`config.mk`:
```
export PLATFORM = sky130hd
export DESIGN_NAME = max_min_tree_n
export DESIGN_NICKNAME = d
export VERILOG_FILES = /design/src/rtl/max_min_tree_n.sv
export SDC_FILE = /design/constraint.sdc
export NUM_CORES = 1
export LEC_CHECK = 0
export CAP_MARGIN = 30
export CORE_UTILIZATION = 63
export DETAILED_ROUTE_END_ITERATION = 6
export DONT_BUFFER_PORTS = 1
export PLACE_DENSITY = 0.79
export RECOVER_POWER = 100
export SYNTH_ARGS = -nofsm -noshare
export SYNTH_HDL_FRONTEND = slang
export SYNTH_SLANG_ARGS = --single-unit
export TNS_END_PERCENT = 1
```
`constraint.sdc`:
```
create_clock -name clk -period 2.5 [get_ports clk]
set_clock_uncertainty 0.05 [all_clocks]
set_input_delay 0.25 -clock clk [delete_from_list [all_inputs] [get_ports clk]]
set_output_delay 0.25 -clock clk [all_outputs]
set_load 0.03 [all_outputs]
```
`src/rtl/max_min_tree_n.sv`:
```
// max_min_tree_n: pipelined max/min tree with winner index; optional peak hold via MAX_MIN_TREE_PEAK_HOLD_EN
module max_min_tree_n #(
  parameter int BW = 8,
  parameter int N = 5,
  parameter int SIGNED = 0,
  localparam int IDXW = (N > 1) ? $clog2(N) : 1,
  localparam int LAT = (N > 1) ? $clog2(N) : 1
) (
  input  logic            clk,
  input  logic            rst,
  input  logic            den_in,
  input  logic            mode_min,
  input  logic [N*BW-1:0] data_in,
  output logic [BW-1:0]   data_out,
  output logic [IDXW-1:0] idx_out,
  output logic            den_out
`ifdef MAX_MIN_TREE_PEAK_HOLD_EN
  ,
  input  logic            peak_clr,
  output logic [BW-1:0]   peak_val,
  output logic [IDXW-1:0] peak_idx,
  output logic            peak_vld
`endif
);
`ifdef MAX_MIN_TREE_PEAK_HOLD_EN
  localparam int MLAST = LAT;
`else
  localparam int MLAST = LAT - 1;
`endif
  function automatic logic beats(input logic mn, input logic [BW-1:0] a, input logic [BW-1:0] b);
    if (SIGNED != 0) return mn ? ($signed(a) < $signed(b)) : ($signed(a) > $signed(b));
    return mn ? (a < b) : (a > b);
  endfunction
  genvar k, j;
  for (k = 0; k <= LAT; k++) begin : lvl
    localparam int C = (N + (1 << k) - 1) >> k;
    logic [C-1:0][BW-1:0]   v;
    logic [C-1:0][IDXW-1:0] ix;
    logic                   d;
    if (k == 0) begin : in
      assign v = data_in;
      assign d = den_in;
      for (j = 0; j < C; j++) begin : e
        assign ix[j] = IDXW'(j);
      end
    end else begin : st
      localparam int P = (N + (1 << (k - 1)) - 1) >> (k - 1);
      logic [C-1:0][BW-1:0]   nv;
      logic [C-1:0][IDXW-1:0] ni;
      for (j = 0; j < C; j++) begin : e
        if (2 * j + 1 < P) begin : c
          logic w;
          assign w = beats(lvl[k-1].mb.m, lvl[k-1].v[2*j+1], lvl[k-1].v[2*j]);
          assign nv[j] = w ? lvl[k-1].v[2*j+1] : lvl[k-1].v[2*j];
          assign ni[j] = w ? lvl[k-1].ix[2*j+1] : lvl[k-1].ix[2*j];
        end else begin : p
          assign nv[j] = lvl[k-1].v[2*j];
          assign ni[j] = lvl[k-1].ix[2*j];
        end
      end
      // stage register: winners, unpaired pass-through and valid strobe
      always_ff @(posedge clk) begin
        if (rst) begin
          v <= '0;
          ix <= '0;
          d <= 1'b0;
        end else begin
          v <= nv;
          ix <= ni;
          d <= lvl[k-1].d;
        end
      end
    end
    if (k <= MLAST) begin : mb
      logic m;
      if (k == 0) begin : m0
        assign m = mode_min;
      end else begin : mk
        // per-sample mode bit travels with its data
        always_ff @(posedge clk) m <= rst ? 1'b0 : lvl[k-1].mb.m;
      end
    end
  end
  assign data_out = lvl[LAT].v[0];
  assign idx_out = lvl[LAT].ix[0];
  assign den_out = lvl[LAT].d;
`ifdef MAX_MIN_TREE_PEAK_HOLD_EN
  logic take;
  assign take = den_out & (~peak_vld | peak_clr | beats(lvl[LAT].mb.m, data_out, peak_val));
  // held peak: load on a strictly better result, first sample or clear-and-load
  always_ff @(posedge clk) begin
    if (rst || (peak_clr && !take)) begin
      peak_val <= '0;
      peak_idx <= '0;
      peak_vld <= 1'b0;
    end else if (take) begin
      peak_val <= data_out;
      peak_idx <= idx_out;
      peak_vld <= 1'b1;
    end
  end
`endif
endmodule

```
==> flow_metrics.env <==
export IMPL_layout_area_overhead_vs_synth_pct=16.7
export IMPL_cts_root_buf="clkbuf_8"
export IMPL_die_x_microns=71.0
export IMPL_worstMarginPinSlew_ns=1.58
export IMPL_finalSetupTns_ns=0
export IMPL_clk_pin_slew_ns=0.06
export IMPL_rsz0062_at_grt="no"
export IMPL_fp_dieH_microns=71.0
export IMPL_cap_violations=1
export IMPL_crit_type="in -> reg"
export IMPL_status="finished with violations"
export IMPL_cts_setup_buffers=0
export IMPL_synth_adder_area_share=0.134
export IMPL_synth_area_mux_share=0.110
export IMPL_dp_cells=379
export IMPL_layout_common_cells="70 x nand2_1, 63 x dfxtp_1, 35 x inv_1"
export IMPL_row_count=24
export IMPL_hold_class="in -> reg"
export IMPL_cp_start_kind="primary input"
export IMPL_drc=1
export IMPL_track_usage=0.256
export IMPL_clk_latency_ns=0.33
export IMPL_fill_cells=308
export IMPL_critPathRequiredTime_ns=2.72
export IMPL_overflow=0
export IMPL_gp_congestion=0.835
export IMPL_num_nets_final=439
export IMPL_routed_wl_microns=5760
export IMPL_drtAntennaViolNets=0
export IMPL_final_cells=419
export IMPL_diodes=0
export IMPL_grt_pass1_vias=2302
export IMPL_violations="DRC, capacitance limit, slew limit"
export IMPL_first_iter_violations=75
export IMPL_crit_fanout=6
export IMPL_htreeDepth=3
export IMPL_grt_pass1_wl_microns=9770
export IMPL_ys_types=31
export IMPL_ios=56
export IMPL_clock_fmax_mhz=463
export IMPL_cts_max_path_buffers=2
export IMPL_hold_violations=0
export IMPL_finalSetupViolations=0
export IMPL_synth_compound_area_frac=0.0714
export IMPL_cts_buffers_inserted=9
export IMPL_cts_tree="done"
export IMPL_synth_nets=408
export IMPL_ys_warn_count=0
export IMPL_drv_slew=43
export IMPL_core_sq_um=4470
export IMPL_clkSinkCount=63
export IMPL_initial_core_util=0.670
export IMPL_synth_xor_area_share=0
export IMPL_relSlewSlack=-0.0556
export IMPL_avgSynthCellArea_sq_um=9.03
export IMPL_viasPerCell=5.35
export IMPL_final_common_cell="nand2_1"
export IMPL_wl_per_cell_microns=13.7
export IMPL_ir_drop_mv=0.512
export IMPL_synth_seq_cells=63
export IMPL_synthSimpleGateAreaFrac=0.195
export IMPL_vias=2243
export IMPL_antenna_found_initial=0
export IMPL_grt_max_degree=43
export IMPL_syn_inst=332
export IMPL_p_per_area_nw_per_um2=748
export IMPL_drt_pass1_iter_count=6
export IMPL_dpl_hpwl_microns=3850
export IMPL_synth_area_sq_um=3000
export IMPL_dieArea_sq_um=5040
export IMPL_synth_top_family_by_area="simple AND/OR/NAND/NOR gates"
export IMPL_ys_seq_area_frac=0.421
export IMPL_min_period_ns=2.16
export IMPL_p_leak_nw=1.64
export IMPL_end_kind="flip-flop"
export IMPL_port_buffers=0
export IMPL_fin_crit_sh=0.865
export IMPL_critPathArrivalTime_ns=2.38
export IMPL_drive_gt1_frac=0.0572
-- registers in the layout (all words and copies together), names as in the netlist --
name / count
lvl.ix: 7
lvl.mb.m: 2
den_out: 1
lvl.d: 2
idx_out: 3
data_out: 8
lvl.v: 40
-- per-stage QoR --
stage	setup slack [ns]	util	hold slack [ns]	area (sq um)	total power [mW]
floorplan	0.715	-	0.272	3000	1.57
global placement	0.543	0.683	0.274	3060	1.64
detailed placement	0.501	0.683	0.275	3060	1.66
CTS	0.423	0.786	0.000377	3520	2.64
global route	0.175	0.782	0.00386	3500	2.75
finish	0.338	0.782	0.00885	3500	2.62
-- cells by family after synthesis --
family / after synthesis
multiplexers: 33
AO/OA/AOI/OAI: 32
AND/OR/NAND/NOR: 123
adder cells (fa/ha/maj): 32
flip-flops: 63
buffers and inverters: 49
-- synth_stat cells --
cell type,n,share of area
a21o_1,3,0.0075
o21ai_0,1,0.0017
nor3b_1,3,0.0075
and2_0,1,0.0021
buf_2,1,0.0017
nor2_1,6,0.0075
a211oi_1,6,0.015
nand2_1,70,0.088
clkbuf_1,8,0.010
nor3_1,3,0.0050
buf_4,2,0.0050
clkinv_1,1,0.0013
dfxtp_1,63,0.42
a311oi_2,1,0.0050
mux2i_1,33,0.11
nand3_1,1,0.0017
nand4_1,6,0.013
and3_1,1,0.0021
nand2b_1,3,0.0063
inv_1,35,0.044
nor2b_1,25,0.052
o211ai_1,3,0.0075
and2_1,1,0.0021
a21oi_1,13,0.022
ha_1,32,0.13
buf_6,2,0.0075
a22oi_1,1,0.0025
o221ai_1,1,0.0029
and3_2,1,0.0025
and4_1,2,0.0058
o21a_1,3,0.0075
-- worst max-delay path, stage by stage --
cell and delay, ns:
inv_1 0.02, ha_1 0.30, nor2b_1 0.14, o211ai_1 0.22, a211oi_1 0.11, a211oi_1 0.29, buf_4 0.23, mux2i_1 0.23
dlygate4sd3_1 0.59
-- power breakdown --
| group | switching [mW] | total (mW) | internal (mW) |
|---|---|---|---|
| clock | 0.359 | 0.939 | 0.579 |
| combinational | 0.262 | 0.511 | 0.249 |
| sequential | 0.0741 | 1.17 | 1.09 |
| total | 0.695 | 2.62 | 1.92 |
-- path summary, 6_finish.rpt --
kind / start / end / slack [ns] / cells after the start
setup / recovery: data_in[17] / lvl[1].v[9]$_SDFF_PP0_ / 0.34 / 9
setup reg to reg: lvl[2].v[1]$_SDFF_PP0_ / data_out[6]$_SDFF_PP0_ / 0.39 / 8
hold reg to reg: lvl[1].v[22]$_SDFF_PP0_ / lvl[2].v[14]$_SDFF_PP0_ / 0.39 / 1
hold / removal: data_in[36] / lvl[1].v[20]$_SDFF_PP0_ / 0.009 / 1
-- what timing repair did --
action / CTS / global route
hold buffers: 25 / 0
gates resized for setup: 0 / 0
hold endpoints to repair: 35 / 0
-- routing by layer --
layer | up-vias | global-route usage | share of wire
met2 | 53 | 0.478 | 0.53
met5 | - | 0 | 0
met3 | 9 | 0.0883 | 0.049
met1 | 1027 | 0.260 | 0.40
li1 | 1154 | - | -
met4 | 0 | 0.102 | 0.015
-- cell type report --
class,count,area [sq um],share of cell area
Timing Repair Buffer,33,297,0.0848
Sequential cell,63,1260,0.361
Multi-Input combinational cell,220,1530,0.437
Inverter,36,135,0.0386
Tap cell,52,65.1,0.0186
Clock inverter,4,70.1,0.0200
Clock buffer,11,141,0.0404
Power figures use the tool's default switching activity.
